## src/rtl/lin1d_feeder.sv

```systemverilog
// Linear-interpolation feeder: turns a burst of complex samples into a stream
// of adjacent sample pairs (x0, x1) with weights for x0 and x1. A phase
// accumulator mu advances by the step on every accepted pair. The pair window
// slides forward by one input sample each time mu wraps past 1.0.
//
// Weights are Q(SCALE_FRAC) and always sum to exactly 1.0. The weight for x1
// is the top SCALE_FRAC bits of mu. The parameters are legal only when
// SCALE_FRAC <= DATA_WIDTH-2 and SCALE_FRAC <= PHASE_WIDTH.
//
// Handshake rule for both the input and the output side: a beat transfers on
// a rising edge where valid and ready are both high. Valid and data hold
// steady until that edge. In this block, in_tready depends only on the
// state, never on in_tvalid, and out_tvalid never depends on out_tready.
module lin1d_feeder #(
    parameter int DATA_WIDTH  = 16,
    parameter int PHASE_WIDTH = 16,
    parameter int SCALE_FRAC  = 14
) (
    input  logic                      clk,
    input  logic                      reset,
    input  logic [PHASE_WIDTH-1:0]    step,
    input  logic [2*DATA_WIDTH-1:0]   in_tdata,
    input  logic                      in_tvalid,
    input  logic                      in_tlast,
    output logic                      in_tready,
    output logic [2*DATA_WIDTH-1:0]   out0_tdata,
    output logic [2*DATA_WIDTH-1:0]   out1_tdata,
    output logic [DATA_WIDTH-1:0]     out_scale0_tdata,
    output logic [DATA_WIDTH-1:0]     out_scale1_tdata,
    output logic                      out_tvalid,
    output logic                      out_tlast,
    input  logic                      out_tready,
    output logic [1:0]                dbg_state
);

    typedef enum logic [1:0] {
        FILL0 = 2'd0,   // waiting for x0 (first sample of a burst)
        FILL1 = 2'd1,   // waiting for x1
        RUN   = 2'd2,   // presenting a pair
        ADV   = 2'd3    // mu wrapped: waiting for the next sample
    } state_t;

    localparam int SHIFT = PHASE_WIDTH - SCALE_FRAC;
    localparam logic [DATA_WIDTH-1:0] SCALE_ONE = DATA_WIDTH'(1) << SCALE_FRAC;

    state_t                    state_q, state_d;
    logic [2*DATA_WIDTH-1:0]   x0_q, x0_d;
    logic [2*DATA_WIDTH-1:0]   x1_q, x1_d;
    logic                      x1_last_q, x1_last_d;
    logic [PHASE_WIDTH-1:0]    mu_q, mu_d;
    // Holds the step with one extra bit, so that step==0 can mean exactly 1.0.
    logic [PHASE_WIDTH:0]      eff_step_q, eff_step_d;

    logic [PHASE_WIDTH:0]      sum;
    logic                      carry;
    logic                      in_fire;
    logic                      out_fire;

    assign sum      = {1'b0, mu_q} + eff_step_q;
    assign carry    = sum[PHASE_WIDTH];
    assign in_fire  = in_tvalid && in_tready;
    assign out_fire = out_tvalid && out_tready;

    // State and datapath registers; reset discards any burst in progress.
    always_ff @(posedge clk) begin
        if (reset) begin
            state_q    <= FILL0;
            x0_q       <= '0;
            x1_q       <= '0;
            x1_last_q  <= 1'b0;
            mu_q       <= '0;
            eff_step_q <= '0;
        end else begin
            state_q    <= state_d;
            x0_q       <= x0_d;
            x1_q       <= x1_d;
            x1_last_q  <= x1_last_d;
            mu_q       <= mu_d;
            eff_step_q <= eff_step_d;
        end
    end

    // Next state and next datapath values. Every register holds unless a beat fires.
    always_comb begin
        state_d    = state_q;
        x0_d       = x0_q;
        x1_d       = x1_q;
        x1_last_d  = x1_last_q;
        mu_d       = mu_q;
        eff_step_d = eff_step_q;
        case (state_q)
            FILL0: begin
                // A lone tlast beat cannot form a pair, so it is dropped.
                if (in_fire && !in_tlast) begin
                    x0_d       = in_tdata;
                    eff_step_d = (step == '0) ? {1'b1, {PHASE_WIDTH{1'b0}}}
                                              : {1'b0, step};
                    mu_d       = '0;
                    state_d    = FILL1;
                end
            end
            FILL1: begin
                if (in_fire) begin
                    x1_d      = in_tdata;
                    x1_last_d = in_tlast;
                    state_d   = RUN;
                end
            end
            RUN: begin
                if (out_fire) begin
                    if (!carry) begin
                        mu_d = sum[PHASE_WIDTH-1:0];
                    end else if (!x1_last_q) begin
                        mu_d    = sum[PHASE_WIDTH-1:0];
                        state_d = ADV;
                    end else begin
                        mu_d    = '0;
                        state_d = FILL0;
                    end
                end
            end
            ADV: begin
                if (in_fire) begin
                    x0_d      = x1_q;
                    x1_d      = in_tdata;
                    x1_last_d = in_tlast;
                    state_d   = RUN;
                end
            end
            default: state_d = FILL0;
        endcase
    end

    // Handshake outputs decoded from the current state only.
    always_comb begin
        in_tready  = 1'b0;
        out_tvalid = 1'b0;
        out_tlast  = 1'b0;
        case (state_q)
            FILL0, FILL1, ADV: in_tready = 1'b1;
            RUN: begin
                out_tvalid = 1'b1;
                out_tlast  = x1_last_q && carry;
            end
            default: in_tready = 1'b0;
        endcase
    end

    // Pair data and weights come straight from registers, so they stay stable during a stall.
    assign out0_tdata       = x0_q;
    assign out1_tdata       = x1_q;
    assign out_scale1_tdata = DATA_WIDTH'(mu_q >> SHIFT);
    assign out_scale0_tdata = SCALE_ONE - out_scale1_tdata;
    assign dbg_state        = state_q;

endmodule

```

## config.mk

```make
export PLATFORM = sky130hd
export DESIGN_NAME = lin1d_feeder
export DESIGN_NICKNAME = d
export VERILOG_FILES = /design/src/rtl/lin1d_feeder.sv
export SDC_FILE = /design/constraint.sdc
export NUM_CORES = 1
export LEC_CHECK = 0
export ABC_AREA = 1
export BUFFER_PORTS_ARGS = -buffer_cell sky130_fd_sc_hd__buf_2
export CAP_MARGIN = 0
export CORE_AREA = 2 2 117 119
export CTS_CLUSTER_SIZE = 28
export DETAILED_ROUTE_END_ITERATION = 8
export DIE_AREA = 0 0 119 121
export PLACE_DENSITY_LB_ADDON = 0.12
export SLEW_MARGIN = 20
export SYNTH_ARGS = -nofsm -noshare
export SYNTH_HDL_FRONTEND = slang
export SYNTH_SLANG_ARGS = --single-unit
```

## constraint.sdc

```tcl
create_clock -name clk -period 2.6 [get_ports clk]
set_input_delay 0.39 -clock clk [delete_from_list [all_inputs] [get_ports clk]]
set_output_delay 0.39 -clock clk [all_outputs]
set_load 0.03 [all_outputs]
```

==> metrics.md, run 1 <==
| Metric | Value |
|---|---|
| Status | complete, no violations |
| Critical Path Start Type | register |
| Ant. Diodes | 0 |
| Largest cells by area after synthesis | dfxtp_1 39%, nand2_1 14%, a21oi_1 6.2% |
| R2R depth | 15 |
| Type of destination of the critical path | output port |
| Synth cell types | 34 |
| CTS Hold Buffers Added | 0 |
| CTS tree | done |
| GRT Overall Usage | 0.2079 |
| Adder-Cell Fraction of Synth Area | 0.04555 |
| Hold path start | step[9] |
| Worst-Skew Late Latency | 0.35 ns |
| Die Ht | 121 microns |
| Grt ovf | 0 |
| Hold Slack | 0.2885 ns |
| GP Congestion | 0.8759 |
| Yosys warns | 0 |
| Register-to-register setup slack | 0.42 ns |
| Post-synthesis mux area share | 0 |
| Rows | 42 |
| Arrival time at the worst endpoint | 2.14 ns |
| Detailed-placement wirelength estimate | 10,400 microns |
| Synth Area in Simple Gates | 0.2753 |
| Top cell type's share of synthesized area | 0.3919 |
| Largest family of logic cells by synthesized area | simple AND/OR/NAND/NOR gates |
| Drt drc | 0 |
| Core footprint | 13,090 sq um |
| Drt initial violations | 366 |
| Clock transition at the registers of the reported paths | 0.06 ns |
| Final Skew | 0.003153 ns |
| CTS sink cnt | 100 |
| Layout net count | 913 |
| Setup violators final | 0 |
| Slowest-stage cell, CP | fa_1 |
| Port Buf Inserts | 150 |
| Pins Over Slew Limit | 0 |
| Cts bufs inserted | 9 |
| DR vias/cell | 5.151 |
| Syn Inst Count | 720 |
| CP peak stage delay | 0.35 ns |
| Area of the die | 14,400 sq um |
| Filler Cells Inserted | 1,323 |
| RSZ-0062 raised after global routing | yes |
| Max cap viols | 0 |
| Area grow syn2layout | 24.71% |
| Placed cell count | 1,003 |
| Root buffer cell | clkbuf_16 |
| Initial antenna violation count | 0 |
| Crit-path cells | ha_2 -> inv_1 -> fa_1 -> inv_1 -> nand2_1 -> nand2_2 -> nand3_2 -> nand2_2 -> nand2_1 -> nand3_2 -> nand3_4 -> nor2_4 -> buf_6 |
| Synthesized area per cell | 7.095 sq um |
| Die Width | 119 microns |
| Register bit total from synthesis | 100 |
| Min Tclk post-route | 2.525 ns |
| DRT Pass-1 Iters | 5 |
| WHS Endpoint | eff_step_q[9] |
| Sequential share of the synthesized area | 0.3919 |
| CTS H-tree lvls | 3 |
| Critical Path Fanout Max | 2 |
| Fmax | 0.3960 GHz |
| Initial Util | 0.3904 |
| Cell taking the most area after synthesis | dfxtp_1 |
| Min-Delay Path Class | primary input to register |
| Crit path kind | register to output port |
| Vias in the first global route | 4,906 |
| Period utilization | 0.9712 |
| Detail Route Antenna Nets | 0 |
| Hold Vio Cnt, Final | 0 |
| Reg2Reg Launch Point | mu_q[0] |
| Total number of vias | 5,259 |
| Layout cells sized above 1 | 0.2698 |
| Final cell count without fillers | 1,021 |
| Xor-xnor portion of the synthesized cell area | 0.03086 |
| I/O pin cnt | 154 |
| Max VDD drop | 442.9 uV |
| Worst slew margin | 0.3655 |
| WL per Instance | 14.77 microns |
| P per Cell Area | 886.3 nW/um^2 |
| CTS Buffer Depth | 2 |
| Leakage power total | 3.022 nW |
| First-pass GRT wire length | 24,150 microns |
| R2R Path End | mu_q[8] |
| Largest net degree at the start of global routing | 50 |
| Worst slew pin tran | 0.9482 ns |
| Hold path depth | 3 |
| Routed wire length | 15,080 microns |
| Cell area after synthesis | 5109 sq um |
| Worst EP required | 2.21 ns |
| Compound-Gate Fraction of Synth Area | 0.1619 |
==> cell families (layout without fill, tap and decap cells) <==
kind of cell | Yosys count | after routing
and+or+nand+nor | 329 | 329
AOI/OAI and AO/OA | 155 | 155
DFF | 100 | 100
buffers and inverters | 99 | 222
adders and majority gates | 18 | 18
xor gates and xnor gates | 18 | 18
other | 1 | 3
==> layer usage <==
metal	vias to the layer above	track usage	share of wire	wire length, microns
li1	2629	-	-	-
met1	2456	0.2781	0.48	7205
met2	154	0.3261	0.44	6682
met3	20	0.06485	0.065	974
met4	0	0.05283	0.015	221
met5	-	0	0	0
==> stage by stage <==
step | cell area [sq um] | util | TNS, ns | power, mW | worst slack, ns
floorplan | 5116 | - | 0 | 3.606 | 0.08708
global placement | 5892 | 0.4503 | 0 | 4.240 | 0.2559
detailed placement | 5892 | 0.4503 | 0 | 4.263 | 0.1893
CTS | 6205 | 0.4742 | 0 | 5.608 | 0.004901
global route | 6371 | 0.4869 | -0.1782 | 5.979 | -0.07025
finish | 6371 | 0.4869 | 0 | 5.647 | 0.07496
==> layout make-up <==
cell class,instances,area (sq um),area share
multi-input combinational,523,2770,0.4348
clock inverter,4,52.55,0.008248
tap,176,220.2,0.03456
clock buffer,10,229.0,0.03594
timing repair buffer,167,922.1,0.1447
inverter,41,153.9,0.02416
sequential,100,2023,0.3176
==> state kept, by name, summed over array words and instances (netlist names) <==
name / flops
dbg_state: 2
out0_tdata: 32
eff_step_q: 17
out1_tdata: 32
x1_last_q: 1
mu_q: 16
==> how the worst max path moves through the flow <==
stage	from	end	slack (ns)	depth (start not counted)
after CTS	mu_q[0]	out_tlast	0.005	13
after global routing	mu_q[15]	out_tlast	-0.07	11
final	mu_q[0]	out_tlast	0.07	13
after detailed placement	mu_q[2]	out_scale0_tdata[14]	0.19	9
after floorplan	mu_q[0]	out_tlast	0.09	13
after global placement	mu_q[2]	out_scale0_tdata[14]	0.26	9
==> power by group <==
group / total (mW) / leakage, nW / switching, mW / internal, mW
combinational: 2.34 / 2.06 / 1.64 / 0.704
clock: 1.32 / 0.138 / 0.585 / 0.738
sequential: 1.98 / 0.823 / 0.183 / 1.80
==> Yosys cell counts, drive strengths merged <==
master	number
o21ai	56
clkbuf	25
dfxtp	100
fa	1
nand4	7
conb	1
a31oi	34
inv	41
buf	33
ha	17
and2	1
a211oi	1
nor3	9
xnor2	4
nand2	187
nor4	4
or2	2
o21bai	1
xor2	14
a21oi	63
nand3b	9
nand3	52
nand2b	1
nor2	57
==> critical path: cells and delay by family, from the launching register on <==
kind                     cells  cell delay, ns
flip-flops                   1            0.33
buffers and inverters        3            0.26
AND/OR/NAND/NOR              8            0.68
adder cells (fa/ha/maj)      2            0.52
==> what timing repair did <==
action                                  in CTS  in global routing
endpoints found under the hold margin        0                  0
resized for setup                            7                 46
pin swaps                                    2                  6
setup buffers                                1                  3
endpoints found under the setup margin       6                  5
==> layout by cell type, fill, tap and decap left out, types with 4 or more instances in the layout <==
cell       Yosys  routed
nand3_2        1       4
a31oi_1       34      34
clkbuf_16      0       9
nor4_1         4       4
buf_4         20      19
nor2_1        56      52
nor3_1         8       4
xor2_1        14      14
nand3b_1       9       9
dfxtp_1      100      87
nand2_2        2       6
nand3_1       51      47
ha_1          17      11
dfxtp_2        0      11
nor2_2         1       4
o21ai_0       27      27
buf_2          8     144
o21ai_1       28      28
xnor2_1        4       4
inv_1         38      38
nand4_1        7       7
nand2_1      185     181
ha_2           0       4
a21oi_1       63      61
Note: power is estimated with default switching activity, not from simulation.
==> run 2, diff against run 1 <==
--- a/config.mk
+++ b/config.mk
@@ -5,13 +5,12 @@
 export SDC_FILE = /design/constraint.sdc
 export NUM_CORES = 1
 export LEC_CHECK = 0
-export ABC_AREA = 1
 export BUFFER_PORTS_ARGS = -buffer_cell sky130_fd_sc_hd__buf_2
 export CAP_MARGIN = 0
-export CORE_AREA = 2 2 117 119
+export CORE_AREA = 2 2 114 116
 export CTS_CLUSTER_SIZE = 28
 export DETAILED_ROUTE_END_ITERATION = 8
-export DIE_AREA = 0 0 119 121
+export DIE_AREA = 0 0 116 118
 export PLACE_DENSITY_LB_ADDON = 0.12
 export SLEW_MARGIN = 20
 export SYNTH_ARGS = -nofsm -noshare
==> run 2 against run 1 <==
  * The flow now finishes with violations (negative setup slack)
  * Die area is 4.9% lower
  * Combinational power down 77%
  * First-iteration DRC count decreased by 9.3%
  * Global-route usage decreased by 0.21 points
  * Wire length fell by 6.1%
  * Via count shrank 7.9%
  * Synthesized cell count fell by 16%
  * Total power decreased by 38%
  * Sequential share of layout area about the same
  * Non-clock buffer count grew 22
  * Flip-flop and latch count unchanged
  * Critical path type unchanged
  * Critical endpoint unchanged
  * Largest cell class unchanged
==> metrics.md, run 2 <==
| Metric | Value |
|---|---|
| Drt drc | 0 (unchanged) |
| Rows | 41 (-2.4%) |
| Synthesized area per cell | 8.129 sq um (+15%) |
| Core footprint | 12,410 sq um (-5.1%) |
| Layout net count | 823 (-9.9%) |
| Max cap viols | 0 (unchanged) |
| Vias in the first global route | 4,533 (-7.6%) |
| Area grow syn2layout | 28.47% |
| Clock power frac | 0.370 (+0.136) |
| Critical Path Start Type | register |
| Drt initial violations | 332 (-9.3%) |
| Most common cell after layout, fill and taps aside | buf_2 |
| Hold path depth | 3 (unchanged) |
| Worst slew margin | 0.5057 (+0.1402) |
| Internal | 2.484 mW (-23%) |
| Cell area after synthesis | 4926 sq um (-3.6%) |
| Largest cells by area after synthesis | dfxtp_1 41%, nand2_1 9.8%, a311oi_1 6.0% |
| CTS Buffer Depth | 2 (unchanged) |
| Switching Fraction | 0.2868 (-0.1387) |
| Clock transition at the registers of the reported paths | 0.07 ns (about the same) |
| Net Switching | 998.8 uW (-58%) |
| Type of destination of the critical path | output port |
| Area of the die | 13,690 sq um (-4.9%) |
| Critical Path Fanout Max | 3 (+1) |
| Most used flip-flop cell after synthesis | dfxtp_1 |
| Sequential Power Share | 0.473 (+0.122) |
| Crit path capture | out_tlast |
| Fmax | 0.3600 GHz (-9.1%) |
| R2R depth | 10 (-5) |
| Worst-Skew Late Latency | 0.34 ns (about the same) |
| Register bit total from synthesis | 100 (unchanged) |
| Min-Delay Path Class | primary input to register |
| Max VDD drop | 288.6 uV (-35%) |
| CTS tree | done |
| Most frequent cells in the layout | 146 x buf_2, 129 x nand2_1, 94 x dfxtp_1 |
| Top cell type's share of synthesized area | 0.4064 (+0.01453) |
| Routed wire length | 14,160 microns (-6.1%) |
| Setup violators final | 2 (+2) |
| Worst slew pin tran | 0.7391 ns (-0.2090 ns) |
| EDFF count, synth | 0 (unchanged) |
| Die Ht | 118 microns (-2.5%) |
| Gate power share | 0.157 (-0.257) |
| First-pass GRT wire length | 22,760 microns (-5.7%) |
| Total number of vias | 4,844 (-7.9%) |
| Reg2Reg Launch Point | mu_q[0] |
| Leakage power total | 2.916 nW (-3.5%) |
| Initial antenna violation count | 0 (unchanged) |
| Failing checks | negative setup slack |
| P per Cell Area | 550.3 nW/um^2 (-38%) |
| Cts bufs inserted | 9 (unchanged) |
| Detailed-placement wirelength estimate | 10,050 microns (-3.3%) |
| Cell taking the most area after synthesis | dfxtp_1 |
| TNS Setup | -0.2134 ns (-0.2134 ns) |
| Final Skew | 0.005737 ns (+0.002584 ns) |
| Crit path kind | register to output port |
| Arrival time at the worst endpoint | 2.39 ns (+0.25 ns) |
| DRT Pass-1 Iters | 4 (-1) |
| Asr flop ratio synth | 0 (unchanged) |
| CTS Hold Buffers Added | 0 (unchanged) |
| I/O pin cnt | 154 (unchanged) |
| Largest net degree at the start of global routing | 55 (+10%) |
| CTS sink cnt | 100 (unchanged) |
| Sequential share of the synthesized area | 0.4064 (+0.01453) |
| Register-to-register setup slack | 0.22 ns (-0.20 ns) |
| Min Tclk post-route | 2.778 ns (+0.2529 ns) |
| Initial Util | 0.3968 (+0.006376) |
| Pins Over Slew Limit | 0 (unchanged) |
| WL per Instance | 15.25 microns (+3.2%) |
| Detail Route Antenna Nets | 0 (unchanged) |
| Most common library cells after synthesis | 129 x nand2_1, 100 x dfxtp_1, 60 x nor2_1, 45 x a21oi_1, 34 x a311oi_1 |
| GP Congestion | 0.7990 (-8.8%) |
| Die Width | 116 microns (-2.5%) |
| Count leader, synth | nand2_1 |
| DP Area | 5894 sq um (about the same) |
| Critical Path Start | mu_q[0] |
| Grt ovf | 0 (unchanged) |
| Root buffer cell | clkbuf_16 |
| Status | finished with violations |
| RSZ-0062 raised after global routing | yes |
| Yosys warns | 0 (unchanged) |
| Period utilization | 1.068 (+0.09725) |
| DR vias/cell | 5.214 (+1.2%) |
| Filler Cells Inserted | 1,247 (-5.7%) |
| Syn Inst Count | 606 (-16%) |
| Port Buf Inserts | 150 (unchanged) |
| Worst EP required | 2.21 ns (about the same) |
| Ant. Diodes | 0 (unchanged) |
| Layout cells sized above 1 | 0.3078 (+0.03797) |
| GRT Overall Usage | 0.2059 (-0.002078) |
| Hold Vio Cnt, Final | 0 (unchanged) |
| Synth cell types | 54 (+59%) |
| R2R Path End | mu_q[14] |
| Final setup margin | -0.1779 ns (-0.2529 ns) |
| CTS H-tree lvls | 3 (unchanged) |
| Cell area after layout | 6329 sq um (-0.67%) |
## run 2: changes by cell type in the layout (fill, tap and decap cells not counted), sizes merged, moves of 19 or more
cell / delta
inv: -32
nand2: -58
buf: +23
nand3: -19
a31oi: -33
o21ai: -44
a311oi: +34
## run 2: worst min-delay path by stage
stage / from / endpoint
global placement: out1_tdata[15] / out1_tdata[15]
detailed placement: out1_tdata[7] / out1_tdata[7]
CTS: in_tdata[14] / out1_tdata[14]
global route: in_tdata[20] / out1_tdata[20]
floorplan: eff_step_q[10] / eff_step_q[10]
finish: in_tdata[5] / out1_tdata[5]
## run 2: final cells by class
class | count | area (sq um) | area share
multi-input combinational | 444 | 2693 | 0.4255
sequential | 100 | 2009 | 0.3175
timing repair buffer | 189 | 1094 | 0.1728
clock buffer | 11 | 252.7 | 0.03994
tap | 172 | 215.2 | 0.03401
clock inverter | 5 | 35.03 | 0.005536
inverter | 8 | 30.03 | 0.004745
## run 2: power groups by stage
stage,registers [mW],clock network (mW),logic [mW]
finish,1.65,1.29,0.546
global route,1.65,1.38,0.598
CTS,1.65,1.33,0.545
detailed placement,1.68,0,0.540
global placement,1.68,0,0.534
floorplan,1.78,0,0.252
## run 2: cells by family (layout without fill, tap and decap cells)
| family | count (synthesis) | in the layout | synth area share |
|---|---|---|---|
| and+or+nand+nor | 256 | 256 | 0.2228 |
| AOI/OAI and AO/OA | 145 | 145 | 0.2129 |
| adders and majority gates | 18 | 18 | 0.04724 |
| DFF | 100 | 100 | 0.4064 |
| xor gates and xnor gates | 22 | 22 | 0.03912 |
| other | 1 | 3 | 0.0007613 |
| buffers and inverters | 64 | 213 | 0.07087 |
## run 2: timing repair
action / CTS / global route
endpoints found under the setup margin: 4 / 4
buffers inserted: 2 / 0
gates resized for setup: 23 / 11
pin swaps: 8 / 9
## run 2: critical path, cell delays in order (launching register included)
cell and delay, ns:
dfxtp_2 0.35, ha_4 0.13, inv_2 0.03, fa_2 0.34, nand2b_4 0.16, a211oi_4 0.24, o221a_4 0.24, a21oi_4 0.06
o21ai_2 0.19, and2_4 0.17, buf_6 0.12
## run 2: per-layer routing
layer / track usage / vias up / part of all wire
met1: 0.2888 / 2264 / 0.48
met5: 0 / - / 0
met4: 0.08259 / 0 / 0.020
met2: 0.3121 / 139 / 0.45
li1: - / 2420 / -
met3: 0.03553 / 21 / 0.053
## run 2: stage by stage
stage,setup WS (ns),utilization,power [mW],hold WS (ns),std cells
final,-0.1779,0.5098,3.482,0.2866,929
after CTS,-0.2377,0.5052,3.520,0.2754,929
after global routing,-0.2522,0.5098,3.636,0.2858,929
after detailed placement,-0.03173,0.4748,2.221,0.4611,911
after global placement,0.006929,0.4742,2.211,0.4558,911
after floorplan,0.03480,-,2.034,0.4400,608
==> run 3, diff against run 2 <==
==> constraint.sdc (replaced) <==
create_clock -name clk -period 3.2 [get_ports clk]
set_input_delay 0.48 -clock clk [delete_from_list [all_inputs] [get_ports clk]]
set_output_delay 0.48 -clock clk [all_outputs]
set_load 0.03 [all_outputs]
==> run 3 against run 2 <==
  * The run now ends clean
  * Setup slack better by 0.34 ns
  * Largest cell class unchanged
  * Largest power group unchanged
  * Core utilization is 2.1 points lower
  * Flip-flop and latch count stayed put
==> metrics.md, run 3 (synthesis gave the netlist of run 2 again) <==
| Metric | Value |
|---|---|
| Filler Cells Inserted | 1,281 (+2.7%) |
| Worst slew margin | 0.3457 (-0.1600) |
| Root buffer cell | clkbuf_16 |
| Hold path depth | 3 (unchanged) |
| Layout net count | 801 (-2.7%) |
| CTS Hold Buffers Added | 0 (unchanged) |
| DRT Pass-1 Iters | 5 (+1) |
| Max VDD drop | 312.6 uV (+8.3%) |
| Register-to-register setup slack | 0.52 ns (+0.30 ns) |
| WHS Endpoint | out1_tdata[15] |
| Sequential cell area | 2002 sq um (-0.37%) |
| CTS tree | done |
| Worst slew pin tran | 0.9734 ns (+0.2343 ns) |
| Pins Over Slew Limit | 0 (unchanged) |
| R2R Path End | mu_q[15] |
| Cts bufs inserted | 9 (unchanged) |
| Critical Path Start | mu_q[0] |
| Max cap viols | 0 (unchanged) |
| TNS Setup | 0 ns (+0.2134 ns) |
| GRT Overall Usage | 0.2073 (+0.001457) |
| Layout cells sized above 1 | 0.2616 (-0.04621) |
| Post-layout util | 0.4889 (-0.02086) |
| Arrival time at the worst endpoint | 2.56 ns (+0.17 ns) |
| Critical Path Start Type | register |
| RSZ-0062 raised after global routing | no |
| Vias in the first global route | 4,360 (-3.8%) |
| Detailed-placement wirelength estimate | 9938 microns (-1.2%) |
| Rows | 41 (unchanged) |
| I/O pin cnt | 154 (unchanged) |
| First-pass GRT wire length | 22,670 microns (-0.40%) |
| Most frequent cells in the layout | 149 x buf_2, 129 x nand2_1, 100 x dfxtp_1 |
| Drt initial violations | 336 (+1.2%) |
| Die Width | 116 microns (unchanged) |
| Min-Delay Path Class | primary input to register |
| CP peak stage delay | 0.38 ns (+0.03 ns) |
| Total number of vias | 4,783 (-1.3%) |
| Core footprint | 12,410 sq um (unchanged) |
| Final setup margin | 0.1577 ns (+0.3356 ns) |
| DR vias/cell | 5.279 (+1.2%) |
| Min Tclk post-route | 3.042 ns |
| Grt ovf | 0 (unchanged) |
| R2R depth | 9 (-1) |
| Ant. Diodes | 0 (unchanged) |
| Initial antenna violation count | 0 (unchanged) |
| CTS H-tree lvls | 3 (unchanged) |
| Place WS | 0.3477 ns (+0.3794 ns) |
| Final Skew | 0.006885 ns (+0.001148 ns) |
| Most common cell after layout, fill and taps aside | buf_2 |
| Worst-Skew Late Latency | 0.35 ns (about the same) |
| Type of destination of the critical path | output port |
| Die Ht | 118 microns (unchanged) |
| Crit path kind | register to output port |
| Slowest-stage cell, CP | fa_1 |
| Status | complete, no violations |
| Crit-path cells | ha_1 -> inv_1 -> fa_1 -> nand2b_4 -> a211oi_4 -> o221a_2 -> a211o_1 -> o21ai_2 -> and2_1 -> clkbuf_4 |
| CTS sink cnt | 100 (unchanged) |
| Hold Vio Cnt, Final | 0 (unchanged) |
| Routed wire length | 14,290 microns (+0.92%) |
| GP Congestion | 0.8615 (+7.8%) |
| Period utilization | 0.9507 |
| P per Cell Area | 482.0 nW/um^2 (-12%) |
| Critical Path Fanout Max | 4 (+1) |
| Initial Util | 0.3968 (unchanged) |
| Largest net degree at the start of global routing | 48 (-13%) |
| Port Buf Inserts | 150 (unchanged) |
| Hold path start | in_tdata[15] |
| Setup violators final | 0 (-2) |
| Reg2Reg Launch Point | mu_q[0] |
| Drt drc | 0 (unchanged) |
| CTS Buffer Depth | 2 (unchanged) |
| Area grow syn2layout | 23.22% |
| Fmax | 0.3287 GHz |
| Leakage power total | 2.776 nW (-4.8%) |
| Clock transition at the registers of the reported paths | 0.07 ns (about the same) |
| Area of the die | 13,690 sq um (unchanged) |
| Worst EP required | 2.72 ns (+0.51 ns) |
| WL per Instance | 15.78 microns (+3.5%) |
| Multi-input gate area | 2615 sq um (-2.9%) |
| Detail Route Antenna Nets | 0 (unchanged) |
[run 3: cell types whose count changed in the layout (fill, tap and decap cells not counted), moves of 3 or more]
| cell | change |
|---|---|
| buf_6 | -4 |
| buf_4 | -21 |
| dfxtp_2 | -6 |
| buf_2 | +3 |
| dfxtp_1 | +6 |
[run 3: through the flow]
step	total power, mW	hold slack, ns	cells	cell area, sq um
global placement	1.790	0.4538	888	5688
floorplan	1.652	0.4400	608	4933
global route	3.059	0.3696	906	6070
finish	2.926	0.3753	906	6070
CTS	2.951	0.3632	904	6006
detailed placement	1.797	0.4616	888	5688
[run 3: what timing repair did]
action                                  in CTS  in global routing
pin swaps                                    1                  3
setup buffers                                1                  1
resized for setup                            1                  4
hold endpoints to repair                     0                  0
endpoints found under the setup margin       1                  1
[run 3: layout make-up]
class,count,share of cell area
multi-input combinational,444,0.4308
sequential,100,0.3298
clock buffer,10,0.03772
inverter,8,0.004947
clock inverter,5,0.01278
timing repair buffer,167,0.1484
tap,172,0.03546
[run 3: how the worst max path moves through the flow]
stage	to	slack, ns	cells after the start
after floorplan	out_tlast	0.49	9
after global placement	out_tlast	0.44	10
after detailed placement	out_tlast	0.35	10
after CTS	out_tlast	0.04	10
after global routing	out_tlast	0.01	10
final	out_tlast	0.16	10
[run 3: worst max-delay path, delay by kind of cell (launching register included)]
kind	cells	cell delay (ns)
AOI/OAI and AO/OA	4	0.73
adders and majority gates	2	0.56
buffers and inverters	2	0.23
DFF	1	0.34
and+or+nand+nor	2	0.34
[run 3: metal layers]
metal  track usage  share of wire
met1        0.2809           0.47
met5             0              0
met3       0.06746          0.072
met4       0.03646         0.0041
met2        0.3257           0.46
[run 3: report_power, final]
part	internal (mW)	switching [mW]
registers	1.30	0.0351
clock network	0.679	0.472
logic	0.140	0.298
total	2.12	0.805
